[src/rtl/exc_pkg.sv]
// Shared types and constants for the exception controller.
// The ESR layout depends on module parameters, so only the fixed pieces are
// kept here:
//   sync  : ESR = zext(EStatus)
//   async : ESR = flag bit at STATUS_W, source index in the low bits
//   ESR[N-1] is a sticky double-fault bit, set by ESync while in HANDLER.
package exc_pkg;

  typedef enum logic {
    IDLE    = 1'b0,
    HANDLER = 1'b1
  } exc_state_t;

  // EDataSel read-mux codes
  localparam logic [1:0] SEL_ELR  = 2'b00;
  localparam logic [1:0] SEL_ESR  = 2'b01;
  localparam logic [1:0] SEL_ERR  = 2'b10;
  localparam logic [1:0] SEL_PEND = 2'b11;

  // Number of ESR bits below the top bit that hold the double-fault flag
  localparam int ESR_DFAULT_FROM_MSB = 0;

endpackage

[src/rtl/exc_prio_enc.sv]
// Fixed-priority encoder: bit 0 of the request vector has the highest priority.
module exc_prio_enc #(
  parameter int NUM_SRC = 4,
  parameter int IDX_W   = 2
) (
  input  logic [NUM_SRC-1:0] req_i,
  output logic               valid_o,
  output logic [IDX_W-1:0]   idx_o
);

  // Scan from the top down so that the lowest set index is the last one written
  always_comb begin
    valid_o = |req_i;
    idx_o   = '0;
    for (int i = NUM_SRC - 1; i >= 0; i--) begin
      if (req_i[i]) idx_o = IDX_W'(i);
    end
  end

endmodule

[src/rtl/exception_ctrl.sv]
// Exception controller for the single-cycle LEGv8 datapath.
// It arbitrates one synchronous fault and NUM_SRC edge-triggered async
// requests, captures ELR/ESR/ERR on entry, and serves ERET and register reads.
// Optional feature: define EXC_VECTORED_EN to give each async source its own
// handler vector. Without it, every exception enters at VEC_BASE.
//
// state   | meaning
// IDLE    | normal execution; may take sync fault or lowest pending source
// HANDLER | inside handler; no nesting, waiting for ERet
module exception_ctrl
  import exc_pkg::*;
#(
  parameter int           N          = 64,
  parameter int           NUM_SRC    = 4,
  parameter int           STATUS_W   = 4,
  parameter logic [N-1:0] VEC_BASE   = 'hD8,
  parameter logic [N-1:0] VEC_STRIDE = 'h20
) (
  input  logic                clk,
  input  logic                reset,
  input  logic                ESync,
  input  logic [STATUS_W-1:0] EStatus,
  input  logic [NUM_SRC-1:0]  exc_req,
  input  logic                ERet,
  input  logic [N-1:0]        NextPC_X,
  input  logic [N-1:0]        imem_addr_X,
  input  logic [N-1:0]        ALUBranch_X,
  input  logic [1:0]          EDataSel,
  output logic                EProc_X,
  output logic [N-1:0]        EVAddr_X,
  output logic [N-1:0]        PCBranch_X,
  output logic [N-1:0]        readData_X,
  output logic                ExcAck
);

  localparam int IDX_W = (NUM_SRC > 1) ? $clog2(NUM_SRC) : 1;
  localparam logic [N-1:0] ONE            = {{(N-1){1'b0}}, 1'b1};
  localparam logic [N-1:0] ESR_ASYNC_FLAG = ONE << STATUS_W;

`ifdef EXC_VECTORED_EN
  localparam bit VECTORED = 1'b1;
`else
  localparam bit VECTORED = 1'b0;
`endif

  exc_state_t         state_q, state_d;
  logic [NUM_SRC-1:0] req_prev_q;
  logic [NUM_SRC-1:0] pending_q, pending_d;
  logic [NUM_SRC-1:0] pend_clr;
  logic [N-1:0]       elr_q, elr_d;
  logic [N-1:0]       esr_q, esr_d;
  logic [N-1:0]       err_q, err_d;
  logic               ack_q;
  logic               pend_valid;
  logic [IDX_W-1:0]   pend_idx;
  logic [N-1:0]       pend_idx_ext;
  logic               take_sync;
  logic               take_async;

  exc_prio_enc #(
    .NUM_SRC (NUM_SRC),
    .IDX_W   (IDX_W)
  ) u_prio (
    .req_i   (pending_q),
    .valid_o (pend_valid),
    .idx_o   (pend_idx)
  );

  assign pend_idx_ext = {{(N-IDX_W){1'b0}}, pend_idx};

  // State register
  always_ff @(posedge clk or negedge reset) begin
    if (!reset) state_q <= IDLE;
    else        state_q <= state_d;
  end

  // Next-state logic: one take per IDLE visit, ERet is the only way out
  always_comb begin
    state_d = state_q;
    unique case (state_q)
      IDLE:    if (ESync || pend_valid) state_d = HANDLER;
      HANDLER: if (ERet)                state_d = IDLE;
      default: state_d = IDLE;
    endcase
  end

  // Take decode: a sync fault always beats pending async sources
  always_comb begin
    take_sync  = 1'b0;
    take_async = 1'b0;
    if (state_q == IDLE) begin
      take_sync  = ESync;
      take_async = ~ESync & pend_valid;
    end
  end

  assign EProc_X = take_sync | take_async;

  // Capture-register and pending next values; a new edge beats a clear of the same bit
  always_comb begin
    elr_d    = elr_q;
    err_d    = err_q;
    esr_d    = esr_q;
    pend_clr = '0;
    if (EProc_X) begin
      elr_d = NextPC_X;
      err_d = imem_addr_X;
      if (take_sync) begin
        esr_d = {{(N-STATUS_W){1'b0}}, EStatus};
      end else begin
        esr_d    = ESR_ASYNC_FLAG | pend_idx_ext;
        pend_clr = NUM_SRC'(1) << pend_idx;
      end
    end else if (state_q == HANDLER && ESync) begin
      esr_d[N-1-ESR_DFAULT_FROM_MSB] = 1'b1;
    end
    pending_d = (pending_q & ~pend_clr) | (exc_req & ~req_prev_q);
  end

  // Capture registers, pending flags, edge history and entry acknowledge
  always_ff @(posedge clk or negedge reset) begin
    if (!reset) begin
      elr_q      <= '0;
      esr_q      <= '0;
      err_q      <= '0;
      pending_q  <= '0;
      req_prev_q <= '0;
      ack_q      <= 1'b0;
    end else begin
      elr_q      <= elr_d;
      esr_q      <= esr_d;
      err_q      <= err_d;
      pending_q  <= pending_d;
      req_prev_q <= exc_req;
      ack_q      <= EProc_X;
    end
  end

  assign ExcAck = ack_q;

  // Handler entry address; only meaningful while EProc_X is high
  assign EVAddr_X = (VECTORED && !ESync)
                  ? VEC_BASE + (pend_idx_ext + ONE) * VEC_STRIDE
                  : VEC_BASE;

  assign PCBranch_X = (state_q == HANDLER && ERet) ? elr_q : ALUBranch_X;

  // Read mux for MRS-style accesses
  always_comb begin
    readData_X = '0;
    case (EDataSel)
      SEL_ELR:  readData_X = elr_q;
      SEL_ESR:  readData_X = esr_q;
      SEL_ERR:  readData_X = err_q;
      SEL_PEND: readData_X = {{(N-NUM_SRC){1'b0}}, pending_q};
      default:  readData_X = '0;
    endcase
  end

endmodule

[config.mk]
export PLATFORM = sky130hd
export DESIGN_NAME = exception_ctrl
export DESIGN_NICKNAME = d
export VERILOG_FILES = /design/src/rtl/exc_pkg.sv /design/src/rtl/exc_prio_enc.sv /design/src/rtl/exception_ctrl.sv
export SDC_FILE = /design/constraint.sdc
export NUM_CORES = 1
export LEC_CHECK = 0
export BUFFER_PORTS_ARGS = -buffer_cell sky130_fd_sc_hd__buf_2
export CAP_MARGIN = 0
export CORE_AREA = 3 3 153 155
export DETAILED_ROUTE_END_ITERATION = 16
export DIE_AREA = 0 0 156 158
export HOLD_SLACK_MARGIN = 0.05
export PLACE_DENSITY = 0.67
export SLEW_MARGIN = 30
export SYNTH_ARGS = -nofsm -noshare
export SYNTH_HDL_FRONTEND = slang
export SYNTH_SLANG_ARGS = --single-unit
[constraint.sdc]
create_clock -name clk -period 1.9 [get_ports clk]
set_input_delay 0.095 -clock clk [delete_from_list [all_inputs] [get_ports clk]]
set_output_delay 0.095 -clock clk [all_outputs]
set_load 0.005 [all_outputs]
* Word-level counts from Yosys, hierarchy flattened *
Cells that the tools add are included.

operators by class
  equality and inequality tests = 3
  shift operators = 1
  mux-type cells = 16
  bitwise operators = 9
  reduce and logical (&&, ||, !) cells = 6

operator list
  kind                                                 count
  case mux 64 bit (4 select lines)                     1
  two-way mux 64 bit                                   1
  AND 4 bit                                            2
  two-way mux 2 bit                                    4
  two-way mux 4 bit                                    2
  NOT 4 bit                                            2
  two-way mux 1 bit                                    6
  two-way mux 5 bit                                    1
  equality test 2 bit, second input constant           2
  bitwise OR 4 bit                                     1
  OR reduction 4 bit                                   1
  left shift 1 x 2 -> 4 bit, first input constant      1
  equality test 2 x 1 -> 1 bit, second input constant  1
  logical AND 1 bit                                    2
  zero test 2 bit                                      1
  NOT 1 bit                                            2
  case mux 1 bit (2 select lines)                      1
  nonzero test 2 bit                                   1
  AND 1 bit                                            1
  logical OR 1 bit                                     1
  bitwise OR 1 bit                                     1

storage, ports and cells
  flip-flop bits (word level) = 202
  input bits = 206
  output and inout bits = 194
  word-level logic and storage cells = 43

* Longest topological paths before layout *
Gate-level depths: netlist of the first run.

  word-level depth = 10
  depth in mapped cells = 6
  gate-level depth less buffers = 4

* By module *
From an unflattened synthesis of the first run, not the netlist that was laid out.

second synthesis, totals
  cells, all modules = 602
  area total of the unflattened synthesis = 7,631.1 um2

by module, submodules not included
  module          times used  cells each  area an instance (um2)
  exception_ctrl  1           595         7,596.0
  exc_prio_enc    1           7           35.0

* Worst setup path before layout of the first run *
OpenSTA, ideal clock, no wires.

  path type = reg2reg
  start = reg pending_q[2]
  end = reg elr_q[0]
  library setup time = 125 ps
  data arrival time = 1,736 ps
  data required time = 1,775 ps
  setup slack = 39 ps
  cell stages (with the launch flop) = 7
  clock period less this slack = 1,861 ps
  path through = dfrtp_1 or4_4 o21ai_2 inv_2 buf_6 buf_6 mux2_4

between the ends
  cells in the longest elaborated chain, start to end = 4

ends and longest elaborated chain
  element                   RTL line               source
  start: declaration        exception_ctrl.sv:48   logic [NUM_SRC-1:0] pending_q, pending_d;
  start signal: assignment  exception_ctrl.sv:133  pending_q <= pending_d;
  OR reduction 4 bit        exc_prio_enc.sv:13     valid_o = |req_i;
  AND 1 bit                 exception_ctrl.sv:93   take_async = ~ESync & pend_valid;
  two-way mux 1 bit         exception_ctrl.sv:91   if (state_q == IDLE) begin
  bitwise OR 1 bit          exception_ctrl.sv:97   assign EProc_X = take_sync | take_async;
  end signal: assignment    exception_ctrl.sv:130  elr_q <= elr_d;
  end: declaration          exception_ctrl.sv:50   logic [N-1:0] elr_q, elr_d;

No other way between the ends.
A chain may end at the register's enable or synchronous reset.

* Worst setup path after layout of the first run *
  start = reg pending_q[3]
  end = reg err_q[34]

between the ends
  cells in the longest elaborated chain, start to end = 4

ends and longest elaborated chain
  element                 RTL line               source
  OR reduction 4 bit      exc_prio_enc.sv:13
  AND 1 bit               exception_ctrl.sv:93
  two-way mux 1 bit       exception_ctrl.sv:91
  bitwise OR 1 bit        exception_ctrl.sv:97
  end signal: assignment  exception_ctrl.sv:132  err_q <= err_d;
  end: declaration        exception_ctrl.sv:52   logic [N-1:0] err_q, err_d;

No other way between the ends.

==> results.toml, run 1 <==
[setup_path]
cp_slowest_cell = "or4_4"
crit_family = "simple AND/OR/NAND/NOR gates"
endpoint_kind = "register"
worstPathMaxFanout = 7
crit_top_cell = "clkbuf_16"
critPathKind = "register to register"
cp_num_buf_inv = 3
startpoint = "pending_q[3]"
critPathLaunchType = "register"
crit_arrival_ns = 2.27
reg2reg_from = "pending_q[3]"
critPathRequiredTime_ns = 2.20
crit_path_max_incr_delay_ns = 0.56
crit_chain = "or4_4 > o21ai_4 > inv_6 > clkbuf_16 > clkbuf_16 > mux2_4"

[power]
pwr_density_cell_nw_per_um2 = 816.1
power_mw = 9.878
power.leakage_nw = 6.087
irDropWorstVdd_v = 0.0005076

[synth]
syn-instance-count = 599
synth.distinct_cells = 26
ys_ff_latch = 144
synthFlopType = "dfrtp_1"
async_flop_share = 1.000
yosys.area.top_type = "dfrtp_1"
synth_common_cells = "dfrtp_1 (144), mux2_2 (116), mux2_4 (76), buf_4 (64), nor2_1 (61)"
yosysTopAreaCellShare = 0.4574
yosys-top-cells-area = "dfrtp_1 (46%), mux2_2 (17%), mux2_4 (14%), mux2i_1 (7.6%), buf_4 (6.1%)"
synth_edf_count = 0
syn_area_per_cell_um2 = 13.15
ys_warn_count = 0
synth.most_common_cell = "dfrtp_1"
ys_seq_area_frac = 0.4574
netlist_area_um2 = 7878

[clock_network]
clock_latency_ns = 0.42
path_clk_slew_ns = 0.07
cts_root_buffer = "clkbuf_16"
cts_max_level = 4
cts_made_buffers = 17
cts_tree = "done"
clock_sinks = 144
ctsLongestPathBuffers = 2

[run]
cap_viol_max_count = 0

[sta]
holdWs_ns = 0.1566
clock_skew_ns = 0.01140
setup_violations = 122
setup_ws_ns = -0.07437
fin_crit_sh = 1.039
max_freq_mhz = 506.5
report.final.slew_viol_count = 0
rsz0062_at_grt = "yes"
hold_viol = 0
fin_crit_ns = 1.974

[global_routing]
grt_usage = 0.1829
grt_pass1_wl_um = 35020
antenna_found_initial = 0
grt_pass1_vias = 6474
grt_max_degree = 54
grt_overflow = 0

[layout]
area_growth_pct = 53.65
num-nets-final = 1294
final_area_um2 = 12100
drive_gt1_frac = 0.5468
fin_util = 0.5512
antennaDiodeCount = 0

[floorplanning]
core-area_um2 = 21960
rows = 54
die_h_um = 158
dieArea_um2 = 24650
die_w_um = 156
pin_count = 400
start_util = 0.3587

[place]
placed_area_um2 = 9749
dp.final_hpwl_um = 15880
place_congestion = 0.7976
io_buffers = 335

[detailed_routing]
first_iter_violations = 241
antenna_left = 0
vias = 6294
drtPass1Iterations = 4
totalWireLength_um = 24380
drc_errors = 0
routed_via_density = 4.558
wl_per_cell_um = 17.66

[run_status]
status = "finished, violations left"
violations = "setup timing"

[min_path]
min_path_type = "input pin to asynchronous set/reset pin"
==> worst paths after layout <==
path	endpoint	slack, ns	depth (start not counted)
worst min register to register	pending_q[0]	0.42	1
max in group asynchronous	err_q[34]	1.07	3
worst max-delay path	err_q[34]	-0.07	6
worst max register to register	err_q[34]	-0.07	6
min in group clk	req_prev_q[2]	0.36	2
worst min-delay path	err_q[60]	0.16	2
==> cells by family after synthesis <==
| kind of cell | after synthesis | synth area share |
|---|---|---|
| AOI/OAI and AO/OA | 17 | 0.01398 |
| buffers and inverters | 107 | 0.09180 |
| muxes | 256 | 0.3983 |
| and+or+nand+nor | 73 | 0.03748 |
| DFF | 144 | 0.4574 |
| other | 2 | 0.0009533 |
==> flip-flops by register name (all words and copies together), names as in the netlist <==
name,flops
elr_q,64
err_q,64
state_q,1
esr_q,6
ExcAck,1
req_prev_q,4
pending_q,4
==> cells in the final DEF, fill, tap and decap left out, drive strengths merged <==
cell type / count
mux2i: 60
clkinv: 1
mux2: 192
nor2: 61
buf: 362
a2bb2oi: 1
mux4: 4
a21oi: 2
nand2: 5
or4: 2
inv: 19
nor3: 2
dlygate4sd3: 139
conb: 64
bufinv: 2
o31a: 1
a22o: 3
clkbuf: 24
o21ai: 9
dfrtp: 144
o211ai: 1
nor2b: 3
==> timing repair <==
item,4_1_cts,5_1_grt
setup buffers,3,1
endpoints found under the hold margin,286,0
cloned,2,8
resized for setup,10,6
endpoints found under the setup margin,9,155
pin swaps,2,2
hold buffers,139,0
==> through the flow <==
stage	setup WS [ns]	cells	TNS, ns
2_1_floorplan	0.03935	661	0
3_3_place_gp	0.01481	1196	0
3_5_place_dp	0.0004082	1196	0
4_1_cts	-0.08743	1372	-6.386
5_1_grt	-0.1221	1381	-12.04
6_report	-0.07437	1381	-5.778
==> report_power, final <==
group          switching (mW)  total (mW)  internal (mW)  leakage (nW)
combinational           0.936        2.48           1.55          4.10
sequential              0.353        3.87           3.52          1.68
clock                    1.51        3.52           2.01         0.305
total                    2.80        9.88           7.08          6.09
==> per-layer routing <==
| metal | vias to the layer above | part of all wire | global-route usage |
|---|---|---|---|
| met5 | - | 0 | 0 |
| met4 | 0 | 0.022 | 0.06266 |
| met3 | 36 | 0.058 | 0.04237 |
| met2 | 282 | 0.53 | 0.3334 |
| met1 | 3037 | 0.39 | 0.2109 |
| li1 | 2939 | - | - |
==> cell type report <==
class                      count  area (µm²)
fill                        1799        9854
multi-input combinational    410        3807
timing repair buffer         508        3700
sequential                   144        3605
clock buffer                  17       425.4
tap                          280       350.3
clock inverter                15       185.2
inverter                       7       31.28
Power figures use the tool's default switching activity.
==> run 2: changes to the inputs <==
--- a/config.mk
+++ b/config.mk
@@ -7,11 +7,11 @@
 export LEC_CHECK = 0
 export BUFFER_PORTS_ARGS = -buffer_cell sky130_fd_sc_hd__buf_2
 export CAP_MARGIN = 0
-export CORE_AREA = 3 3 153 155
+export CORE_AREA = 3 3 154 156
 export DETAILED_ROUTE_END_ITERATION = 16
-export DIE_AREA = 0 0 156 158
+export DIE_AREA = 0 0 157 159
 export HOLD_SLACK_MARGIN = 0.05
-export PLACE_DENSITY = 0.67
+export PLACE_DENSITY = 0.66
 export SLEW_MARGIN = 30
 export SYNTH_ARGS = -nofsm -noshare
 export SYNTH_HDL_FRONTEND = slang
==> results.toml, run 2 (same netlist as run 1, synthesis figures left out) <==
[run_status]
status = "finished, violations left"
violations = "setup timing"

[sta]
max_freq_mhz = 511.0
hold_viol = 0
holdWs_ns = 0.1084
setup_ws_ns = -0.05696
rsz0062_at_grt = "yes"
fin_crit_sh = 1.030
report.final.slew_viol_count = 0
setup_violations = 106
final.setup.tns_ns = -2.924
clock_skew_ns = 0.01291
fin_crit_ns = 1.957

[clock_network]
cts_made_buffers = 17
clock_sinks = 144
path_clk_slew_ns = 0.07
cts_root_buffer = "clkbuf_16"
ctsLongestPathBuffers = 2
clock_latency_ns = 0.42
cts_max_level = 4
cts_tree = "done"

[place]
dp_cells = 1207
place_congestion = 0.8102
placed_area_um2 = 9788
dp.final_hpwl_um = 16550
place_ws_ns = -0.02464
io_buffers = 335

[setup_path]
crit_path_max_incr_delay_ns = 0.55
worstPathMaxFanout = 10
critPathRequiredTime_ns = 2.20
critPathKind = "register to register"
critPathCapture = "err_q[42]"
reg2reg_from = "pending_q[3]"
r2r_end = "err_q[42]"
r2r_slack_ns = -0.06
endpoint_kind = "register"
startpoint = "pending_q[3]"
crit_chain = "or4_4 > o21ai_4 > inv_8 > buf_12 > clkbuf_16 > mux2_4"
worstRegToRegCells = 6
cp_slowest_cell = "or4_4"
crit_arrival_ns = 2.25
critPathLaunchType = "register"

[detailed_routing]
first_iter_violations = 223
drtPass1Iterations = 4
antenna_left = 0
routed_via_density = 4.529
drc_errors = 0
wl_per_cell_um = 17.67
totalWireLength_um = 24540
vias = 6291

[power]
power.leakage_nw = 6.055
irDropWorstVdd_v = 0.0005941
power_mw = 9.628
pwr_density_cell_nw_per_um2 = 799.0

[min_path]
min_path_type = "input pin to asynchronous set/reset pin"

[floorplanning]
core-area_um2 = 22500
dieArea_um2 = 24960
die_w_um = 157
rows = 55
die_h_um = 159
pin_count = 400
start_util = 0.3501

[layout]
reg_top3 = "elr_q (64), err_q (64), esr_q (6)"
final_common_cell = "buf_2"
layout_common_cells = "buf_2 (332), dfrtp_1 (143), dlygate4sd3_1 (138), mux2_2 (116), mux2_4 (76)"
final_area_um2 = 12050
drive_gt1_frac = 0.5485
area_growth_pct = 52.97
fin_cells = 1389
fin_util = 0.5355
num-nets-final = 1296

[global_routing]
grt_max_degree = 62
antenna_found_initial = 1
grt_pass1_vias = 6890
grt_pass1_wl_um = 37380
grt_usage = 0.1915
grt_overflow = 0

[run]
cap_viol_max_count = 0
-- run 2: changes by cell type in the layout (fill, tap and decap cells not counted), sizes merged --
cell / previous run / this run
bufinv: 2 / 0
clkinv: 1 / 3
clkbuf: 24 / 21
buf: 362 / 369
clkinvlp: 0 / 2
diode: 0 / 1
inv: 19 / 16
dlygate4sd3: 139 / 138
-- run 2: area by class of cell --
| class | instances | area [µm²] |
|---|---|---|
| antenna | 1 | 2.502 |
| clock buffer | 18 | 439.2 |
| clock inverter | 14 | 142.6 |
| fill | 1889 | 10450 |
| inverter | 7 | 33.78 |
| multi-input combinational | 410 | 3807 |
| sequential | 144 | 3605 |
| tap | 285 | 356.6 |
| timing repair buffer | 510 | 3664 |
-- run 2: layer usage --
layer | vias up | routed length, µm | track usage
met5 | - | 0 | 0
met4 | 0 | 542 | 0.06009
met3 | 33 | 1401 | 0.04485
met2 | 268 | 13010 | 0.3503
met1 | 3049 | 9581 | 0.2178
li1 | 2941 | - | -
-- run 2: worst max-delay path, delay by kind of cell, from the launching register on --
family,cells,cell delay (ns)
and+or+nand+nor,1,0.55
AOI/OAI and AO/OA,1,0.21
muxes,1,0.29
DFF,1,0.37
buffers and inverters,3,0.40
-- run 2: repair_timing --
item | 4_1_cts | 5_1_grt
hold buffers | 138 | 0
endpoints found under the setup margin | 65 | 151
resized for setup | 21 | 4
setup buffers | 5 | 0
endpoints found under the hold margin | 285 | 0
pin swaps | 2 | 2
gates cloned | 3 | 3
-- run 2: worst min-delay path by stage --
stage / end / depth (start not counted)
6_report: err_q[57] / 2
3_3_place_gp: err_q[52] / 1
3_5_place_dp: err_q[57] / 1
2_1_floorplan: ExcAck / 0
5_1_grt: err_q[57] / 2
4_1_cts: err_q[57] / 2
-- run 2: power breakdown --
group          switching, mW  internal, mW  total (mW)
Combinational          0.938          1.54        2.48
Clock                   1.51          1.79        3.29
Sequential             0.337          3.52        3.86
Total                   2.78          6.85        9.63
